<file path="src/rtl/mult8x8_ctrl_if.sv">
// Control bundle between the 8x8 multiplier sequencer and its datapath.
// The master side requests multiplies; the slave side (the sequencer) drives the datapath controls.
interface mult8x8_ctrl_if;
    logic       start;
    logic       a_sel;
    logic       b_sel;
    logic [1:0] shift_sel;
    logic       acc_clr;
    logic       acc_en;
    logic       busy;
    logic       done;
    logic [2:0] state_out;
    logic [1:0] step;

    modport master (
        output start,
        input  a_sel, b_sel, shift_sel, acc_clr, acc_en, busy, done, state_out, step
    );

    modport slave (
        input  start,
        output a_sel, b_sel, shift_sel, acc_clr, acc_en, busy, done, state_out, step
    );
endinterface

</file>
<file path="src/rtl/mult8x8_ctrl.sv">
// Sequencer for the 8x8 multiplier: four 4x4 partial products over four cycles,
// then a done window of DONE_HOLD cycles that a new start may cut short.
module mult8x8_ctrl #(
    parameter int unsigned DONE_HOLD = 1
) (
    input  logic          clk,
    input  logic          reset,
    mult8x8_ctrl_if.slave bus
);
    typedef enum logic [2:0] {
        S_IDLE = 3'd0,
        S_LSB  = 3'd1,
        S_MID  = 3'd2,
        S_MSB  = 3'd3,
        S_DONE = 3'd4
    } state_t;

    localparam logic [3:0] HOLD_LAST = 4'(DONE_HOLD - 1);

    state_t     r_state;
    logic [1:0] r_step;
    logic [3:0] r_hold;

    logic       w_a_sel;
    logic       w_b_sel;
    logic [1:0] w_shift_sel;
    logic       w_acc_clr;
    logic       w_acc_en;
    logic       w_busy;
    logic       w_done;
    logic [2:0] w_state_out;
    logic [1:0] w_step;

    // NOTE: sequential state uses non-blocking assignments so every register samples pre-edge values.
    always_ff @(posedge clk) begin
        if (reset) begin
            r_state <= S_IDLE;
            r_step  <= 2'd0;
            r_hold  <= 4'd0;
        end else begin
            case (r_state)
                S_IDLE: begin
                    if (bus.start) begin
                        r_state <= S_LSB;
                        r_step  <= 2'd0;
                    end
                end
                S_LSB: begin
                    r_state <= S_MID;
                    r_step  <= r_step + 2'd1;
                end
                S_MID: begin
                    r_step <= r_step + 2'd1;
                    if (r_step == 2'd2) r_state <= S_MSB;
                end
                S_MSB: begin
                    r_state <= S_DONE;
                    r_step  <= 2'd0;
                    r_hold  <= 4'd0;
                end
                S_DONE: begin
                    if (bus.start) begin
                        r_state <= S_LSB;
                        r_step  <= 2'd0;
                        r_hold  <= 4'd0;
                    end else if (r_hold == HOLD_LAST) begin
                        r_state <= S_IDLE;
                        r_hold  <= 4'd0;
                    end else begin
                        r_hold <= r_hold + 4'd1;
                    end
                end
                default: begin
                    r_state <= S_IDLE;
                    r_step  <= 2'd0;
                    r_hold  <= 4'd0;
                end
            endcase
        end
    end

    // NOTE: every output gets a default before the case so no latch is inferred;
    // unused encodings fall through to the idle values.
    always_comb begin
        w_a_sel     = 1'b0;
        w_b_sel     = 1'b0;
        w_shift_sel = 2'd0;
        w_acc_clr   = 1'b0;
        w_acc_en    = 1'b0;
        w_busy      = 1'b0;
        w_done      = 1'b0;
        w_state_out = 3'd0;
        w_step      = 2'd0;
        case (r_state)
            S_LSB: begin
                w_acc_clr   = 1'b1;
                w_acc_en    = 1'b1;
                w_busy      = 1'b1;
                w_state_out = 3'd1;
                w_step      = r_step;
            end
            S_MID: begin
                w_shift_sel = 2'd1;
                w_acc_en    = 1'b1;
                w_busy      = 1'b1;
                w_state_out = 3'd2;
                w_step      = r_step;
                if (r_step == 2'd1) w_b_sel = 1'b1;
                else                w_a_sel = 1'b1;
            end
            S_MSB: begin
                w_a_sel     = 1'b1;
                w_b_sel     = 1'b1;
                w_shift_sel = 2'd2;
                w_acc_en    = 1'b1;
                w_busy      = 1'b1;
                w_state_out = 3'd3;
                w_step      = r_step;
            end
            S_DONE: begin
                w_done      = 1'b1;
                w_state_out = 3'd4;
            end
            default: ;
        endcase
    end

    assign bus.a_sel     = w_a_sel;
    assign bus.b_sel     = w_b_sel;
    assign bus.shift_sel = w_shift_sel;
    assign bus.acc_clr   = w_acc_clr;
    assign bus.acc_en    = w_acc_en;
    assign bus.busy      = w_busy;
    assign bus.done      = w_done;
    assign bus.state_out = w_state_out;
    assign bus.step      = w_step;
endmodule

</file>
<file path="src/flat_wrapper.sv">
// flat-port wrapper written by rule: the top's interface ports become plain ports
module mult8x8_ctrl_flat 
#(
    parameter int unsigned DONE_HOLD = 1
)
  (clk, reset, bus_start, bus_a_sel, bus_b_sel, bus_shift_sel, bus_acc_clr, bus_acc_en, bus_busy, bus_done, bus_state_out, bus_step);
  mult8x8_ctrl_if bus_i ();
  input  logic clk;
  input  logic reset;
  input wire logic [$bits(bus_i.start)-1:0] bus_start;
  output wire logic [$bits(bus_i.a_sel)-1:0] bus_a_sel;
  output wire logic [$bits(bus_i.b_sel)-1:0] bus_b_sel;
  output wire logic [$bits(bus_i.shift_sel)-1:0] bus_shift_sel;
  output wire logic [$bits(bus_i.acc_clr)-1:0] bus_acc_clr;
  output wire logic [$bits(bus_i.acc_en)-1:0] bus_acc_en;
  output wire logic [$bits(bus_i.busy)-1:0] bus_busy;
  output wire logic [$bits(bus_i.done)-1:0] bus_done;
  output wire logic [$bits(bus_i.state_out)-1:0] bus_state_out;
  output wire logic [$bits(bus_i.step)-1:0] bus_step;
  assign bus_i.start = bus_start;
  assign bus_a_sel = bus_i.a_sel;
  assign bus_b_sel = bus_i.b_sel;
  assign bus_shift_sel = bus_i.shift_sel;
  assign bus_acc_clr = bus_i.acc_clr;
  assign bus_acc_en = bus_i.acc_en;
  assign bus_busy = bus_i.busy;
  assign bus_done = bus_i.done;
  assign bus_state_out = bus_i.state_out;
  assign bus_step = bus_i.step;
  mult8x8_ctrl #(.DONE_HOLD(DONE_HOLD)) u_core (.clk(clk), .reset(reset), .bus(bus_i));
endmodule
</file>
<file path="config.mk">
export PLATFORM = sky130hd
export DESIGN_NAME = mult8x8_ctrl_flat
export DESIGN_NICKNAME = d
export VERILOG_FILES = /design/src/rtl/mult8x8_ctrl_if.sv /design/src/rtl/mult8x8_ctrl.sv /design/src/flat_wrapper.sv
export SDC_FILE = /design/constraint.sdc
export NUM_CORES = 1
export LEC_CHECK = 0
export ABC_CLOCK_PERIOD_IN_PS = 1900
export CORE_AREA = 8 8 45 47
export CTS_BUF_LIST = sky130_fd_sc_hd__clkbuf_2
export DETAILED_ROUTE_END_ITERATION = 16
export DIE_AREA = 0 0 53 55
export MAX_ROUTING_LAYER = met4
export PLACE_DENSITY = 0.71
export SYNTH_ARGS = -nofsm -noshare
export SYNTH_HDL_FRONTEND = slang
export SYNTH_SLANG_ARGS = --single-unit
</file>
<file path="constraint.sdc">
create_clock -name clk -period 1.9 [get_ports clk]
set_clock_uncertainty 0.05 [all_clocks]
set_input_delay 0.57 -clock clk [delete_from_list [all_inputs] [get_ports clk]]
set_output_delay 0.57 -clock clk [all_outputs]
set_load 0.1 [all_outputs]
</file>
-- Word-level counts from Yosys, hierarchy flattened
Cells that the tools add are included.
- $add $sub $neg: 2
- equal/unequal tests: 10
- reductions and logical operators: 7
- multiplexer cells: 20
- operator list (cell ; number):
    case mux 3 bit (5 select lines) ; 1
    2-to-1 mux 3 bit ; 4
    case mux 3 bit (4 select lines) ; 1
    2-to-1 mux 4 bit ; 2
    case mux 2 bit (2 select lines) ; 2
    case mux 4 bit (2 select lines) ; 1
    == test 3 x 2 -> 1 bit (second input constant) ; 2
    OR reduction 3 bit ; 2
    2-to-1 mux 1 bit ; 5
    adder 4 x 1 -> 4 bit (second input constant) ; 1
    logical NOT 4 bit ; 1
    2-to-1 mux 2 bit ; 2
    != test 2 x 1 -> 1 bit (second input constant) ; 2
    case mux 1 bit (2 select lines) ; 2
    OR reduction 2 bit ; 2
    == test 3 x 1 -> 1 bit (second input constant) ; 1
    == test 3 bit (second input constant) ; 1
    logical NOT 3 bit ; 1
    != test 3 x 2 -> 1 bit (second input constant) ; 1
    AND reduction 3 bit ; 1
    adder 2 x 1 -> 2 bit (second input constant) ; 1
    == test 2 x 1 -> 1 bit (second input constant) ; 1
    == test 2 bit (second input constant) ; 1
    != test 2 bit (second input constant) ; 1
- logic and storage cells: 42
- register bits: 9

-- Depth between registers and ports, before layout
- depth in word-level cells: 4
- gate-level depth with buffers: 5
- gate-level depth less buffers: 5

-- Worst setup path after synthesis
Ideal clock, no wire load.
- path kind: register to output
- from: reg u_core.r_state[0]
- to: out bus_step[0]
- arrival: 2.650 ns
- data required time: 1.280 ns
- slack: -1.370 ns
- cell stages (with the launch flop): 4
- buffers on the path: 1
- path through: dfxtp_1 buf_2 nor2_1 nor3_1
- word-level cells in the longest chain between the ends: 3
- elaborated cells between the ends (all ways): 5
- those cells by class: eq/ne: 3; mux: 1; reduce/logical: 1
- RTL lines (item ; RTL line ; source):
    start: declaration ; mult8x8_ctrl.sv:20 ; state_t r_state;
    start signal: assignment ; mult8x8_ctrl.sv:37 ; r_state <= S_IDLE;
    start signal: assignment ; mult8x8_ctrl.sv:44 ; r_state <= S_LSB;
    start signal: assignment ; mult8x8_ctrl.sv:49 ; r_state <= S_MID;
    == test 3 x 1 -> 1 bit / == test 3 x 2 -> 1 bit (equally long branches) ; mult8x8_ctrl.sv:94 ; case (r_state)
    OR reduction 3 bit (no line) * ; - ;
    2-to-1 mux 2 bit * ; mult8x8_ctrl.sv:94 ;
    end: declaration ; flat_wrapper.sv:19 ; output wire logic [$bits(bus_i.step)-1:0] bus_step;
Mark *: on every way between the ends. The rest lies on a longest branch, timed or not.

-- Worst setup path in the final report
- from: reg u_core.r_state[1]
- to: out bus_shift_sel[1]
- word-level cells in the longest chain between the ends: 2
- elaborated cells between the ends (all ways): 3
- those cells by class: eq/ne: 2; mux: 1
- RTL lines (item ; RTL line ; source):
    == test 3 x 2 -> 1 bit ; mult8x8_ctrl.sv:94 ;
    case mux 2 bit (2 select lines) * ; mult8x8_ctrl.sv:94 ;
    end: declaration ; flat_wrapper.sv:13 ; output wire logic [$bits(bus_i.shift_sel)-1:0] bus_shift_sel;
Marks and branches as above.

==> summary.txt <==
LOGIC SYNTHESIS
-------------------------------------------------------------------------------------------------
Post-Syn Nets                                                                                  82
Synth Cell Area                                                                           551 µm²
Area share of the largest cell type after synthesis                                         0.327
Biggest area contributors in the synthesized netlist                                 dfxtp_1, ha_1, inv_1
Post-synthesis sequential area ratio                                                        0.327
Flip-flop and latch count after synthesis                                                       9
Post-synthesis cell count                                                                      75
Warning count from the yosys run                                                                0
Average cell area after synthesis                                                        7.34 µm²
Number of distinct library cell variants in the gate-level netlist after synthesis             22
Biggest area consumer among synthesized cells                                             dfxtp_1

PWR
-------------------------------------------------------------------------------------------------
Total net switching power                                                                  778 µW
Clock network power share                                                                   0.080
P_int                                                                                      665 µW
Lkg Pwr                                                                                  0.405 nW
Total power draw                                                                          1.44 mW
Proportion of power drawn by flip-flops and latches                                         0.169
Power density over the cells                                                          1360 mW/mm²
Switching fraction of total power                                                           0.539
IR drop worst, VDD                                                                         613 µV
Combinational group share of total power                                                    0.751

ROUTE
-------------------------------------------------------------------------------------------------
Number of optimization iterations in the first detailed-route pass                              4
Total Routed Length                                                                       1.42 mm
Count of unresolved DRC violations after routing                                                0
Routed len/inst                                                                           12.1 µm
Drt via density                                                                              5.05
Overall via count from detail_route                                                           591
Post-route ant nets                                                                             0
Number of DRC violations after detailed-routing iteration 0                                    12

CLOCKING
-------------------------------------------------------------------------------------------------
Clock tree root buffer cell                                                              clkbuf_2
TritonCTS Sinks                                                                                 9
Clk slew on worst S/H paths                                                               0.09 ns
Inserted Clock Buffers                                                                          3
Skew-Pair Late Insertion Delay                                                            0.23 ns
Hold buffer count at CTS                                                                        0
Max Buffers Root-to-Sink                                                                        2
CTS tree                                                                                      yes
Depth of the CTS H-tree                                                                         1

FLOORPLANNING
-------------------------------------------------------------------------------------------------
Count of boundary I/O pins                                                                     16
Die ar.                                                                               0.00292 mm²
Die Y                                                                                       55 µm
Width of the die                                                                            53 µm
Effective utilization at floorplan                                                          0.398
Total core area                                                                       0.00138 mm²
Site Rows                                                                                      14

TIMING
-------------------------------------------------------------------------------------------------
Final setup violation count                                                                     0
Worst path setup slack after routing                                                    0.0506 ns
Measured slew at the worst slew-check pin                                                0.323 ns
Time the final worst path needs with I/O delays and setup                                 1.85 ns
Final Hold Vio Count                                                                            0
Part of the cycle the worst path needs                                                      0.973
Worst slew margin relative to its limit                                                     0.785
Unrepaired setup endpoints after global routing                                              true
Highest attainable clock frequency                                                        541 MHz
Max Slew Vio Count                                                                              0

GRT
-------------------------------------------------------------------------------------------------
Antenna violations before repair                                                                0
Overall overflow remaining after global route                                                   0
Wire length of the first global-routing pass                                              2.28 mm
Largest net degree at the start of global routing                                              12
Via count of the first global-routing pass                                                    568
Total GRT Usage                                                                             0.103

CRITICAL PATH
-------------------------------------------------------------------------------------------------
Worst EP required                                                                         1.28 ns
Startpoint Class                                                                         register
CP Class                                                                             register to output port
Worst Path Max Fanout                                                                           4
Endpoint arrival time on the critical path                                                1.23 ns
Kind of capture point of the worst setup path                                         output port

STATUS
-------------------------------------------------------------------------------------------------
Run status                                                                           finished, final reports clean

HOLD PATH
-------------------------------------------------------------------------------------------------
Hold Crit Class                                                                      register to register

PLACEMENT
-------------------------------------------------------------------------------------------------
Final GP Congestion                                                                         0.846
Standard cell area after detailed placement                                               973 µm²
Placed wire-length estimate                                                               1.16 mm
Input/output buffers                                                                           15
Post-Place Worst Slack                                                                  0.0339 ns

FINAL LAYOUT
-------------------------------------------------------------------------------------------------
Share of post-route cells with drive strength above 1                                       0.515
Antenna diode count                                                                             0
Area growth from synthesis to layout                                                        92.5%
Total of fill cells in the finished design                                                     93
Total Nets Final                                                                              109
Layout Utilization                                                                          0.766
Post-Layout Inst Area                                                                 0.00106 mm²

FLOW RUN
-------------------------------------------------------------------------------------------------
Maxcap violations                                                                               0

==> cell usage in the layout, fill, tap and decap left out, types with 4 or more instances in the layout <==
master	netlist	layout
buf_12	0	13
buf_4	1	11
inv_1	12	7
a21oi_1	8	7
dfxtp_1	9	7
nand2_1	6	4
or3_1	4	4
clkbuf_2	0	4
==> sequential cells by signal, summed over array words and instances, names as in the netlist <==
signal and count:
u_core.r_hold 4, u_core.r_state 3, u_core.r_step 2
==> final cells by class <==
class / instances / area [µm²] / share of cell area
inverters: 12 / 52.6 / 0.0496
multi-input cells: 49 / 408 / 0.385
well taps: 16 / 20.0 / 0.0189
repair buffers: 27 / 374 / 0.353
clock buffers: 4 / 20.0 / 0.0189
flip-flops and latches: 9 / 185 / 0.175
==> worst max-delay path, cell delays in order (launching register included) <==
cell and delay [ns]:
dfxtp_2 0.34, buf_6 0.14, nand2_8 0.08, clkinvlp_4 0.11, nand2_4 0.08, clkinvlp_4 0.09
buf_12 0.17
==> through the flow <==
| step | setup TNS [ns] | hold WS (ns) | instances |
|---|---|---|---|
| floorplan | -1.85 | 0.399 | 75 |
| global placement | 0 | 0.409 | 109 |
| detailed placement | 0 | 0.421 | 109 |
| CTS | -0.0169 | 0.431 | 115 |
| global route | -0.0135 | 0.463 | 117 |
| finish | 0 | 0.438 | 117 |
==> power groups by stage <==
| stage | sequential (mW) | clock, mW | combinational (mW) |
|---|---|---|---|
| after global routing | 0.246 | 0.128 | 1.13 |
| final | 0.244 | 0.115 | 1.08 |
| after global placement | 0.242 | 0 | 1.02 |
| after CTS | 0.248 | 0.118 | 1.05 |
| after floorplan | 0.235 | 0 | 0.737 |
| after detailed placement | 0.245 | 0 | 1.03 |
==> repair_timing <==
action / 4_1_cts / 5_1_grt
setup endpoints to repair: 4 / 4
resized for setup: 5 / 5
endpoints found under the hold margin: 0 / 0
buffers inserted: 2 / 2
pin swaps: 1 / 2
gates cloned: 0 / 0
==> cells in the mapped netlist <==
| master | count |
|---|---|
| clkbuf_1 | 2 |
| or3_1 | 4 |
| nor2b_1 | 1 |
| nor4b_2 | 1 |
| nand2_1 | 6 |
| nand3_1 | 2 |
| or3b_2 | 1 |
| dfxtp_1 | 9 |
| inv_1 | 12 |
| nor3_1 | 7 |
| ha_1 | 4 |
| a21oi_1 | 8 |
| o22ai_1 | 1 |
| buf_6 | 1 |
| o32ai_1 | 2 |
| and3_1 | 1 |
| buf_2 | 1 |
| xnor2_1 | 1 |
| nor2_1 | 8 |
| buf_4 | 1 |
| o21ai_0 | 1 |
| a22oi_1 | 1 |
==> final timing paths <==
path,startpoint,to,slack (ns),cells past startpoint
worst max-delay path,u_core.r_state[1]$_SDFFE_PP0P_,bus_shift_sel[1],0.05,6
worst min-delay path,u_core.r_step[1]$_SDFFE_PP0P_,u_core.r_step[1]$_SDFFE_PP0P_,0.44,2
worst max register to register,u_core.r_step[0]$_SDFFE_PP0P_,u_core.r_step[1]$_SDFFE_PP0P_,0.44,4
worst min register to register,u_core.r_step[1]$_SDFFE_PP0P_,u_core.r_step[1]$_SDFFE_PP0P_,0.44,2
==> metal layers <==
metal	wire length (µm)	up-vias	GRT usage
met1	561	259	0.108
met3	100	6	0.0160
met2	736	24	0.189
li1	-	302	-
met5	0	-	-
met4	18	0	0.0388
==> kinds of logic (layout without fill, tap and decap cells) <==
logic type                 after synthesis  count (layout)  share of synthesized area
buffers and inverters                   17              43                      0.139
DFF                                      9               9                      0.327
adders and majority gates                4               4                     0.0909
xor gates and xnor gates                 1               1                     0.0159
and+or+nand+nor                         31              31                      0.289
AOI/OAI and AO/OA                       13              13                      0.139
(Power assumes the default switching activity.)
